$ cat src/rtl/multdiv_ctrl_pkg.sv
// Pipeline constants and state encoding shared by the multdiv sequencer and the stall unit.
package multdiv_ctrl_pkg;

  localparam logic [4:0]  OPC_RTYPE    = 5'b00000;
  localparam logic [4:0]  ALU_MULT     = 5'b00110;
  localparam logic [4:0]  ALU_DIV      = 5'b00111;

  localparam logic [4:0]  REG_RSTATUS  = 5'd30;
  localparam logic [31:0] RSTATUS_MULT = 32'd4;
  localparam logic [31:0] RSTATUS_DIV  = 32'd5;

  typedef enum logic [1:0] {
    ST_IDLE,
    ST_START,
    ST_RUN,
    ST_DONE
  } md_state_e;

endpackage

$ cat src/rtl/multdiv_ctrl_md_decode.sv
// Combinational mult/div decode of an instruction word; the stall unit uses the same block.
module md_decode
  import multdiv_ctrl_pkg::*;
(
  input  logic [31:0] ir,
  output logic        is_mult,
  output logic        is_div
);

  logic rtype;
  logic unused_ir;

  assign rtype     = (ir[31:27] == OPC_RTYPE);
  assign is_mult   = rtype && (ir[6:2] == ALU_MULT);
  assign is_div    = rtype && (ir[6:2] == ALU_DIV);
  assign unused_ir = ^{ir[26:7], ir[1:0]};

endmodule

$ cat src/rtl/multdiv_ctrl.sv
// Sequences one mult/div from DX through the iterative core and returns a single-cycle writeback.
module multdiv_ctrl
  import multdiv_ctrl_pkg::*;
#(
  parameter int MAX_CYCLES = 40,
  parameter int CNT_W      = 6
) (
  input  logic        clock,
  input  logic        reset,
  input  logic [31:0] dx_ir_in,
  input  logic [31:0] dx_operand_a,
  input  logic [31:0] dx_operand_b,
  input  logic [31:0] core_result,
  input  logic        core_exception,
  input  logic        core_result_rdy,
  output logic        ctrl_mult,
  output logic        ctrl_div,
  output logic [31:0] core_operand_a,
  output logic [31:0] core_operand_b,
  output logic        multdiv_is_running,
  output logic        multdiv_result_ready,
  output logic        wb_we,
  output logic [4:0]  wb_rd,
  output logic [31:0] wb_data,
  output logic        timeout_error
);

  md_state_e        state;
  logic [CNT_W-1:0] cnt;
  logic [4:0]       rd_q;
  logic             is_div_q;
  logic             dx_is_mult, dx_is_div;
  logic [4:0]       fin_rd;
  logic [31:0]      fin_data;

  md_decode u_dec (
    .ir      (dx_ir_in),
    .is_mult (dx_is_mult),
    .is_div  (dx_is_div)
  );

  // Exceptions redirect the writeback to the status register with a cause code.
  always_comb begin
    fin_rd   = rd_q;
    fin_data = core_result;
    if (core_exception) begin
      fin_rd   = REG_RSTATUS;
      fin_data = is_div_q ? RSTATUS_DIV : RSTATUS_MULT;
    end
  end

  always_ff @(posedge clock) begin
    if (!reset) begin
      state                <= ST_IDLE;
      cnt                  <= '0;
      rd_q                 <= '0;
      is_div_q             <= 1'b0;
      core_operand_a       <= '0;
      core_operand_b       <= '0;
      ctrl_mult            <= 1'b0;
      ctrl_div             <= 1'b0;
      multdiv_is_running   <= 1'b0;
      multdiv_result_ready <= 1'b0;
      wb_we                <= 1'b0;
      wb_rd                <= '0;
      wb_data              <= '0;
      timeout_error        <= 1'b0;
    end else begin
      ctrl_mult            <= 1'b0;
      ctrl_div             <= 1'b0;
      multdiv_result_ready <= 1'b0;
      wb_we                <= 1'b0;
      wb_rd                <= '0;
      wb_data              <= '0;
      case (state)
        ST_IDLE: begin
          if (dx_is_mult || dx_is_div) begin
            rd_q               <= dx_ir_in[26:22];
            is_div_q           <= dx_is_div;
            core_operand_a     <= dx_operand_a;
            core_operand_b     <= dx_operand_b;
            ctrl_mult          <= dx_is_mult;
            ctrl_div           <= dx_is_div;
            multdiv_is_running <= 1'b1;
            state              <= ST_START;
          end
        end
        ST_START: begin
          cnt   <= '0;
          state <= ST_RUN;
        end
        ST_RUN: begin
          // A result arriving on the last allowed cycle still beats the timeout.
          if (core_result_rdy) begin
            multdiv_is_running   <= 1'b0;
            multdiv_result_ready <= 1'b1;
            wb_rd                <= fin_rd;
            wb_data              <= fin_data;
            wb_we                <= (fin_rd != 5'd0);
            state                <= ST_DONE;
          end else if (cnt == CNT_W'(MAX_CYCLES - 1)) begin
            multdiv_is_running <= 1'b0;
            timeout_error      <= 1'b1;
            state              <= ST_IDLE;
          end else begin
            cnt <= cnt + 1'b1;
          end
        end
        ST_DONE: state <= ST_IDLE;
        default: state <= ST_IDLE;
      endcase
    end
  end

endmodule

$ cat config.mk
export PLATFORM = sky130hd
export DESIGN_NAME = multdiv_ctrl
export DESIGN_NICKNAME = d
export VERILOG_FILES = /design/src/rtl/multdiv_ctrl_pkg.sv /design/src/rtl/multdiv_ctrl_md_decode.sv /design/src/rtl/multdiv_ctrl.sv
export SDC_FILE = /design/constraint.sdc
export NUM_CORES = 1
export LEC_CHECK = 0
export ABC_AREA = 0
export BUFFER_PORTS_ARGS = -buffer_cell sky130_fd_sc_hd__buf_2
export CAP_MARGIN = 15
export CORE_ASPECT_RATIO = 1.5
export CORE_UTILIZATION = 43
export CTS_CLUSTER_SIZE = 30
export DETAILED_ROUTE_END_ITERATION = 10
export GPL_ROUTABILITY_DRIVEN = 0
export PLACE_DENSITY = 0.79
export SLEW_MARGIN = 20
export SYNTH_ARGS = -nofsm -noshare
export SYNTH_HDL_FRONTEND = slang
export SYNTH_SLANG_ARGS = --single-unit
$ cat constraint.sdc
create_clock -name clock -period 1.81 [get_ports clock]
set_input_delay 0.2715 -clock clock [delete_from_list [all_inputs] [get_ports clock]]
set_output_delay 0.2715 -clock clock [all_outputs]
set_load 0.05 [all_outputs]
After elaboration in Yosys (flattened, before gate mapping) --
Index checks and enable logic that the tools add are counted.
Storage, ports and cells: logic and storage cells 57, memories kept 0, register bits 121, bits of input ports 132, latch bits 0, memory bits (writable) 0, output and inout port bits 107, ROM bits 0
Cells by class: multiply operators 0, eq/ne operators 10, reduce and logical (&&, ||, !) cells 16, bitwise operators 1, shift-type cells 0, order comparisons 0, multiplexer cells 15, $add $sub $neg 1, divide/modulo/power cells 0
Operator list (count):
- 32-bit two-way mux | 1
- 3-bit AND reduction | 5
- 6-bit two-way mux | 2
- 6-bit one-hot mux with 2 select lines | 1
- 5-bit by 3-bit equality test with 1-bit output (second input constant) | 2
- 2-bit one-hot mux with 4 select lines | 1
- 6-bit by 1-bit adder with 6-bit output (second input constant) | 1
- 6-bit equality test (second input constant) | 1
- 2-bit two-way mux | 3
- 2-bit inequality test (second input constant) | 3
- 2-bit AND reduction | 3
- 5-bit zero test | 1
- 1-bit two-way mux | 5
- 5-bit two-way mux | 1
- 5-bit nonzero test | 1
- 2-bit equality test (second input constant) | 2
- 2-bit nonzero test | 2
- 3-bit inequality test (second input constant) | 1
- 2-bit by 1-bit equality test with 1-bit output (second input constant) | 1
- 1-bit logical AND | 2
- 2-bit zero test | 1
- 1-bit one-hot mux with 2 select lines | 1
- 1-bit logical OR | 1
- 1-bit NOT | 1

Depth between registers and ports, before layout --
word-level depth 5, depth in mapped cells 6, gate-level depth less buffers 5

By module --
Synthesis repeated with hierarchy kept, for this count alone.
Unflattened totals: cell total of the unflattened synthesis 478, area total of the unflattened synthesis 4413.0 µm²
Modules (own cells, without submodules):
- multdiv_ctrl | times used 1, area an instance 4377.9 µm², seq. area each 2422.3 µm², cells each 473
- md_decode | times used 1, area an instance 35.0 µm², seq. area each 0.0 µm², cells each 5

Worst setup path before layout --
Ideal clock, no wire load.
path type flip-flop to flip-flop, start point reg state[0], end point reg is_div_q, setup slack 0.406 ns, data arrival time 1.337 ns, stages on the path, launching flop included 7, required time 1.743 ns, library setup time 0.067 ns, clock period less this slack 1.404 ns, path buffers 2, path through dfxtp_1 nor4_2 and4_2 buf_6 clkbuf_8 nand2_1 a21oi_2
On the way: longest elaborated chain between the ends 2
RTL lines:
- start: declaration | RTL line multdiv_ctrl.sv:28 | md_state_e state;
- start signal: assignment | RTL line multdiv_ctrl.sv:54 | state <= ST_IDLE;
- start signal: assignment | RTL line multdiv_ctrl.sv:85 | state <= ST_START;
- start signal: assignment | RTL line multdiv_ctrl.sv:90 | state <= ST_RUN;
- 2-bit zero test | RTL line multdiv_ctrl.sv:75 | case (state)
- 2-bit AND reduction (no source line)
- end signal: assignment | RTL line multdiv_ctrl.sv:79 | is_div_q <= dx_is_div;
- end: declaration | RTL line multdiv_ctrl.sv:31 | logic is_div_q;
No other way between the ends. A chain may end at the register's enable or synchronous reset.

Worst setup path after layout --
start point reg state[1], end point reg core_operand_b[30]
On the way: longest elaborated chain between the ends 2
RTL lines:
- 2-bit zero test | RTL line multdiv_ctrl.sv:75
- 2-bit AND reduction (no source line)
- end signal: assignment | RTL line multdiv_ctrl.sv:81 | core_operand_b <= dx_operand_b;
- end: declaration | RTL line multdiv_ctrl.sv:19 | output logic [31:0] core_operand_b,
No other way between the ends.

==> metrics <==
status=finished, final reports clean; cts bufs inserted=17; Yosys warning count=0; initial antenna violation count=0; dpl ws=around 56 ps; Post-synth top flop=dfxtp_1; layout cells sized above 1=0.396; Post-CTS Setup Bufs=0; maximum vdd drop=roughly 0.9 mV; post-layout util=0.639; DRC errors left=0; CTS H-tree depth=4; synth cell count leaders=nand2_1, dfxtp_1, a21oi_1; cell area after layout=just under 0.006 mm²; IO Pins=roughly 240; gr usage total=0.211; DP HPWL=around 7300 µm; core footprint=between 0.009 and 0.01 mm²; cell area after placement=0.00528 mm²; largest net degree at the start of global routing=about 70; Rows=43; clk_lat worst skew=400 ps; hold slack=approximately 70 ps; Post-synth EDFFs=0; slowest CP cell=dfxtp_1; fin crit share=0.912; WP data required=2130 ps; Worst R2R Path Depth=5; PD cells=roughly 1000 mW/mm²; most frequent cell after synthesis=nand2_1; CP Launch Type=flip-flop; final cell count without fillers=approximately 800; final hold violations=0; Worst Tran Pin Value=between 300 and 400 ps; die area=0.00996 mm²; DR iter-0 viols=~140; async set or reset register ratio after synthesis=0; Leak=between 2 and 3 nW; synthesis-stage register bit count=121; Synth cell types=between 40 and 50; CTS tree=yes; crit path kind=flip-flop to flip-flop; Slew HR=0.752; IO buf count=roughly 220; post-synthesis sequential area ratio=0.590; Setup-failing EPs final=0; Worst Skew=between 6 and 7 ps; RSZ-0062 raised after global routing=no; Worst-path clk slew=60 ps; cell taking the most area after synthesis=dfxtp_1; via count=a little under 4,000; f_max=~610 MHz; MaxCap Viol Count=0; CP peak stage delay=380 ps; vias in the first global route=3,482; Final WS setup=160 ps; post-synth top area share=0.590; total wire length=between 10,000 and 15,000 µm; Final nets=roughly 810; WHS Path Cells=2; endpoint class of the critical path=flip-flop; clk buf depth=2; root buf cell=clkbuf_16; diodes inserted=0; Slew Viols, Final=0; post-route minimum period=between 1500 and 2000 ps; Initial Utilization=0.444; Routed WL per cell=between 10 and 15 µm; Power Total=approximately 6.2 mW; Post-Syn Area per Cell=about 8.9 µm²; Post-Syn Area=just over 0.004 mm²; CP arrival=1970 ps; Hold WC Path Type=primary input to flip-flop; Setup TNS Final=0 ps; Hold-fix buffers, CTS=0; Fill cells=about 790; Final ANT Viol Nets=0; vias per cell=4.81; critical path cell sequence=nor4_4, and4_2, buf_12, nand2_1, a21oi_1; Die Wd=81.8 µm; first-pass GRT wire length=15,800 µm; Die Y-Extent=approximately 120 µm; Syn Inst Count=approximately 460; area grow syn2layout=43.9%; clock sinks=about 120; critical path fanouts, max=36; Mapped Nets=~590; grt total ovfl=0; Placed Cells=771; drt first pass iters=4; top cells by area, synth=dfxtp_1, nand2_1, a21oi_1
==> state kept, by name, summed over array words and instances (netlist names) <==
name	cells
state	2
multdiv_is_running	1
wb_rd	5
ctrl_mult	1
core_operand_b	32
cnt	6
multdiv_result_ready	1
core_operand_a	32
wb_we	1
ctrl_div	1
is_div_q	1
timeout_error	1
rd_q	5
wb_data	32
==> power breakdown <==
part	internal [mW]	switching [mW]	total, mW
Combinational	0.107	0.0898	0.197
Clock	2.05	1.24	3.30
Sequential	2.67	0.00118	2.67
Total	4.83	1.33	6.16
==> placed cells by master, fill, tap and decap left out, types with 2 or more instances in the layout <==
cell,n
nand2_1,146
clkbuf_16,18
and2_1,31
nand3_1,5
inv_1,2
buf_2,221
buf_4,3
inv_6,3
nor2b_1,2
nand2b_1,2
dfxtp_1,121
nor4_1,2
nor2_1,15
bufinv_16,2
clkinvlp_4,3
clkinv_4,5
a21oi_1,76
buf_12,4
a31oi_1,2
==> path summary, 6_finish.rpt <==
| path | from | to | slack [ps] |
|---|---|---|---|
| setup / recovery | state[1]$_SDFFE_PN0P_ | core_operand_b[30]$_SDFFE_PN0P_ | 160 |
| hold / removal | core_result[20] | wb_data[20]$_SDFF_PP0_ | 70 |
| setup reg to reg | state[1]$_SDFFE_PN0P_ | core_operand_b[30]$_SDFFE_PN0P_ | 160 |
| hold reg to reg | core_operand_a[19]$_SDFFE_PN0P_ | core_operand_a[19]$_SDFFE_PN0P_ | 450 |
==> timing repair <==
| item | in CTS | in global routing |
|---|---|---|
| hold endpoints to repair | 0 | 0 |
| resized for setup | 0 | 1 |
| endpoints found under the setup margin | 0 | 71 |
==> metal layers <==
metal	wire length (µm)	share of wire	vias to the layer above	GRT usage
li1	-	-	1934	-
met1	3800	0.35	1756	0.206
met2	5840	0.54	163	0.384
met3	914	0.085	14	0.0719
met4	177	0.016	0	0.103
met5	0	0	-	0
==> kinds of logic after synthesis <==
| kind of cell | count (synthesis) | synth area share |
|---|---|---|
| buffers and inverters | 31 | 0.0472 |
| adders and majority gates | 1 | 0.00305 |
| AOI/OAI and AO/OA | 88 | 0.116 |
| muxes | 1 | 0.00244 |
| DFF | 121 | 0.590 |
| and+or+nand+nor | 217 | 0.242 |
==> critical path: cells and delay by family, from the launching register on <==
family                 cells  cell delay, ps
buffers and inverters      1             220
AND/OR/NAND/NOR            3             790
AO/OA/AOI/OAI              1             160
flip-flops                 1             380
==> layout make-up <==
type | instances | area (µm²) | area share
multi-input cells | 307 | 1510 | 0.255
clock buffers | 17 | 425 | 0.0720
repair buffers | 229 | 1230 | 0.209
inverters | 3 | 11.3 | 0.00191
well taps | 112 | 140 | 0.0237
clock inverters | 15 | 169 | 0.0286
flip-flops and latches | 121 | 2420 | 0.410
No activity file was read; power rests on OpenSTA's default activity.
